<file path="src/rtl/signed_acc_16.sv">
// Signed Q8.8 vector accumulator: sums VEC_LEN beats in 24 bits and
// emits a saturated 16-bit result over a valid/ready handshake.
module signed_acc_16 #(
  parameter int VEC_LEN = 8
) (
  input  logic               clk,
  input  logic               rst,
  input  logic signed [15:0] prod_in,
  input  logic               in_valid,
  output logic               in_ready,
  output logic signed [15:0] out_data,
  output logic               out_valid,
  input  logic               out_ready,
  output logic               out_sat
);

  localparam int CW = $clog2(VEC_LEN + 1);
  localparam logic [CW-1:0] LAST = CW'(VEC_LEN - 1);

  typedef enum logic [1:0] {
    IDLE,
    ACC,
    DONE
  } state_t;

  state_t state, state_nxt;

  logic signed [23:0] acc, acc_nxt;
  logic signed [23:0] ext, sum;
  logic [CW-1:0]      cnt, cnt_nxt;
  logic signed [15:0] data_nxt, clip_data;
  logic               valid_nxt, sat_nxt;
  logic               accept, hi, lo;

  assign in_ready = (state != DONE);
  assign accept   = in_valid & in_ready;

  assign ext = {{8{prod_in[15]}}, prod_in};
  assign sum = acc + ext;

  // Clip from the registered final sum, keeping it off the adder path.
  assign hi = (acc > 24'sd32767);
  assign lo = (acc < -24'sd32768);
  assign clip_data = hi ? 16'sh7FFF
                   : lo ? 16'sh8000
                   : acc[15:0];

  always_comb begin
    state_nxt = state;
    acc_nxt   = acc;
    cnt_nxt   = cnt;
    data_nxt  = out_data;
    valid_nxt = out_valid;
    sat_nxt   = out_sat;
    unique case (state)
      IDLE: begin
        if (accept) begin
          acc_nxt   = ext;
          cnt_nxt   = CW'(1);
          state_nxt = ACC;
        end
      end
      ACC: begin
        if (accept) begin
          acc_nxt = sum;
          cnt_nxt = cnt + CW'(1);
          if (cnt == LAST) state_nxt = DONE;
        end
      end
      DONE: begin
        if (!out_valid) begin
          valid_nxt = 1'b1;
          data_nxt  = clip_data;
          sat_nxt   = hi | lo;
        end else if (out_ready) begin
          valid_nxt = 1'b0;
          cnt_nxt   = '0;
          state_nxt = IDLE;
        end
      end
      default: state_nxt = IDLE;
    endcase
  end

  always_ff @(posedge clk) begin
    if (rst) begin
      state     <= IDLE;
      acc       <= '0;
      cnt       <= '0;
      out_data  <= '0;
      out_valid <= 1'b0;
      out_sat   <= 1'b0;
    end else begin
      state     <= state_nxt;
      acc       <= acc_nxt;
      cnt       <= cnt_nxt;
      out_data  <= data_nxt;
      out_valid <= valid_nxt;
      out_sat   <= sat_nxt;
    end
  end

endmodule
</file>
<file path="config.mk">
export PLATFORM = sky130hd
export DESIGN_NAME = signed_acc_16
export DESIGN_NICKNAME = d
export VERILOG_FILES = /design/src/rtl/signed_acc_16.sv
export SDC_FILE = /design/constraint.sdc
export NUM_CORES = 1
export LEC_CHECK = 0
export CAP_MARGIN = 20
export CORE_UTILIZATION = 45
export DETAILED_ROUTE_END_ITERATION = 10
export GPL_TIMING_DRIVEN = 0
export HOLD_SLACK_MARGIN = 0.08
export PLACE_DENSITY = 0.64
export RECOVER_POWER = 25
export SETUP_SLACK_MARGIN = 0.2
export SKIP_LAST_GASP = 1
export SLEW_MARGIN = 5
export SYNTH_ARGS = -nofsm -noshare
export SYNTH_HDL_FRONTEND = slang
export SYNTH_SLANG_ARGS = --single-unit
</file>
<file path="constraint.sdc">
create_clock -name clk -period 3.1 [get_ports clk]
set_input_delay 0.31 -clock clk [delete_from_list [all_inputs] [get_ports clk]]
set_output_delay 0.31 -clock clk [all_outputs]
set_load 0.02 [all_outputs]
</file>
==> run summary <==
GRT Total Usage: 24.0%
final max-slew violation count: 0
CP Max Fanout: 4
GPL Wtd Cong: 0.895
post-DP HPWL: 6910 um
clock sink count: 48
Core Region: 7210 um^2
Critical Path Sink Type: register
Post-synth EDFFs: 0
total gr overflow: 0
Die X: 88.2 um
Clk pwr share: 23.6%
Core Util, Final: 55.9%
min-delay src: out_data[5]
synthesized flop and latch total: 48
crit path cell chain: clkdlybuf4s50_1, ha_1, a211oi_4, o211ai_2, a2111o_1, a31o_1, and2_4, o21ai_1, mux2_1, a21oi_1
Reg2Reg Launch Point: acc[1]
first-pass GRT wire length: 14600 um
Power Internal: 1.22 mW
Worst Slack Setup Final: 253 ps
switch share: 37.3%
CP required: 3350 ps
WL/cell: 15.8 um
Rows: 31
post-layout min period: 2850 ps
Seq/Total Area, Yosys: 28.8%
Synth cell types: 54
Ports: 39
Slew headroom: 53.1%
most frequent cells in the layout: a21oi_1 (53), dfxtp_1 (48), nor2_1 (39), nand2_1 (37), ha_1 (26)
WL met3: 341 um
max-cap violation count: 0
Detail Route Antenna Nets: 0
largest net degree at the start of global routing: 15
Critical Path Source: prod_in[1]
routed wire length: 9090 um
worst slack, placed: -511 ps
final period utilization: 91.8%
final setup vio count: 0
Worst Tran Pin Value: 703 ps
RSZ-0062 raised after global routing: yes
area share of the largest cell type after synthesis: 28.8%
WS Path Type: input pin to register
CTS tree: built
Area Growth Syn to Fin: 20.7%
DRT iter0 DRCs: 133
cell area power density: 480 nW/um^2
ant diodes: 0
first drt pass iteration count: 5
Port Buffer Count: 38
synthesized instance count: 425
met2 wire length: 4120 um
Clock Tree Root: clkbuf_8
# DRC: 0
met1 WL: 4540 um
final net count: 523
status: completed
Worst EP arrival: 3090 ps
Combinational Power Share: 39.2%
Fmax: 351 MHz
Async SR Flop Fraction: 0%
syn avg cell area: 7.86 um^2
initial antenna violation count: 0
Num CTS Buffers: 5
top_reg_cell synth: dfxtp_1
min-delay worst type: register to register
Worst-path clk slew: 90 ps
Peak VDD IR: 0.225 mV
Synth area leaders: dfxtp_1 (29%), ha_1 (10%), a21oi_1 (8.1%), nor2_1 (4.4%), nand2_1 (4.2%)
slowest CP cell: a2111o_1
commonest non-fill, non-tap cell in the layout: a21oi_1
DR top layer: met4
Post-Syn Area: 3340 um^2
Critical Path Source Type: input pin
syn_nets: 474
Chip Height: 88.2 um
net switching power: 0.722 mW
vias in the first global route: 2957
Clock Latency Late Sink: 310 ps
share of layout cells above drive strength 1: 6.11%
H-tree depth: 2
Via density: 5.64
initial core utilization: 46.3%
Layout Skew: 8.81 ps
total power: 1.94 mW
Hold WS: 451 ps
area leader, netlist: dfxtp_1
Vias: 3238
CTS hold repair buffers: 0
DIE AREA: 7770 um^2
sequential cell fraction of total power: 37.2%
max incr delay on CP: 460 ps
Pleak: 1.62 nW
setup TNS: 0 ps
Max Buffers Root-to-Sink: 2
synth warn: 0
Fin. Hold Viols: 0
## final timing paths
| path | endpoint | slack (ps) | cells after the start |
|---|---|---|---|
| worst max-delay path | acc[17] | 250 | 10 |
| worst min-delay path | out_data[5] | 450 | 2 |
| worst max register to register | acc[17] | 380 | 9 |
| worst min register to register | out_data[5] | 450 | 2 |
## critical path, delay by kind of cell
family                   cells  cell delay [ps]
AO/OA/AOI/OAI                6             1450
buffers and inverters        1              440
adder cells (fa/ha/maj)      1              360
multiplexers                 1              340
AND/OR/NAND/NOR              1              180
## metal layers
metal	vias to the layer above	global-route usage (%)
met3	10	2.64
met1	1484	33.1
li1	1654	-
met4	0	5.87
met2	90	40.1
met5	-	0
## per-stage QoR
stage | cell area [um^2] | instances
floorplan | 3340 | 425
global placement | 3840 | 562
detailed placement | 3840 | 562
CTS | 4000 | 574
global route | 4030 | 574
finish | 4030 | 574
## power groups by stage
stage	clock network (mW)	registers (mW)	logic (mW)
4_1_cts	0.459	0.718	0.739
3_5_place_dp	0	0.733	0.720
6_report	0.458	0.720	0.759
5_1_grt	0.485	0.725	0.837
2_1_floorplan	0	0.711	0.553
3_3_place_gp	0	0.731	0.711
## flip-flops by register name, indices dropped and copies added, names as in the netlist
name / cells
acc: 24
out_data: 16
cnt: 4
state: 2
out_sat: 1
out_valid: 1
## final cells by class
| cell class | count | area (um^2) |
|---|---|---|
| Buffer | 21 | 80.1 |
| Clock buffer | 6 | 72.6 |
| Clock inverter | 2 | 35.0 |
| Fill cell | 703 | 3180 |
| Inverter | 18 | 67.6 |
| Multi-Input combinational cell | 338 | 2280 |
| Sequential cell | 48 | 961 |
| Tap cell | 99 | 124 |
| Timing Repair Buffer | 42 | 413 |
## repair_timing
item,4_1_cts,5_1_grt
setup buffers,4,0
setup endpoints to repair,1,20
gates resized for setup,4,10
pin swaps,6,2
## synth_stat cells (2+ instances only)
cell and n:
mux2i_1 11, o21ai_1 7, nor4_1 3, o211ai_1 16, nand4_1 6, or3_1 3, nor3b_1 2, nor2b_1 6
nand3_1 11, dfxtp_1 48, nor3_1 7, a31oi_1 4, clkbuf_1 18, a211oi_1 13, xnor2_1 12, ha_1 28
or4_1 2, o21a_1 5, xor2_1 5, nor2_1 39, o211ai_2 2, o31ai_1 2, a21oi_1 54, o21ai_0 23
nand2b_1 5, nand2_1 37, a21o_1 10, a31o_1 2, buf_1 3, inv_1 17
## cell families (layout without fill, tap and decap cells)
kind of cell / after synthesis / in the layout / share of synthesized area, %
AO/OA/AOI/OAI: 155 / 155 / 30.3
XOR/XNOR: 17 / 17 / 4.46
adder cells (fa/ha/maj): 29 / 29 / 11.1
buffers and inverters: 39 / 89 / 4.38
flip-flops: 48 / 48 / 28.8
multiplexers: 12 / 12 / 3.63
AND/OR/NAND/NOR: 125 / 125 / 17.3
No activity file was read; power rests on OpenSTA's default activity.
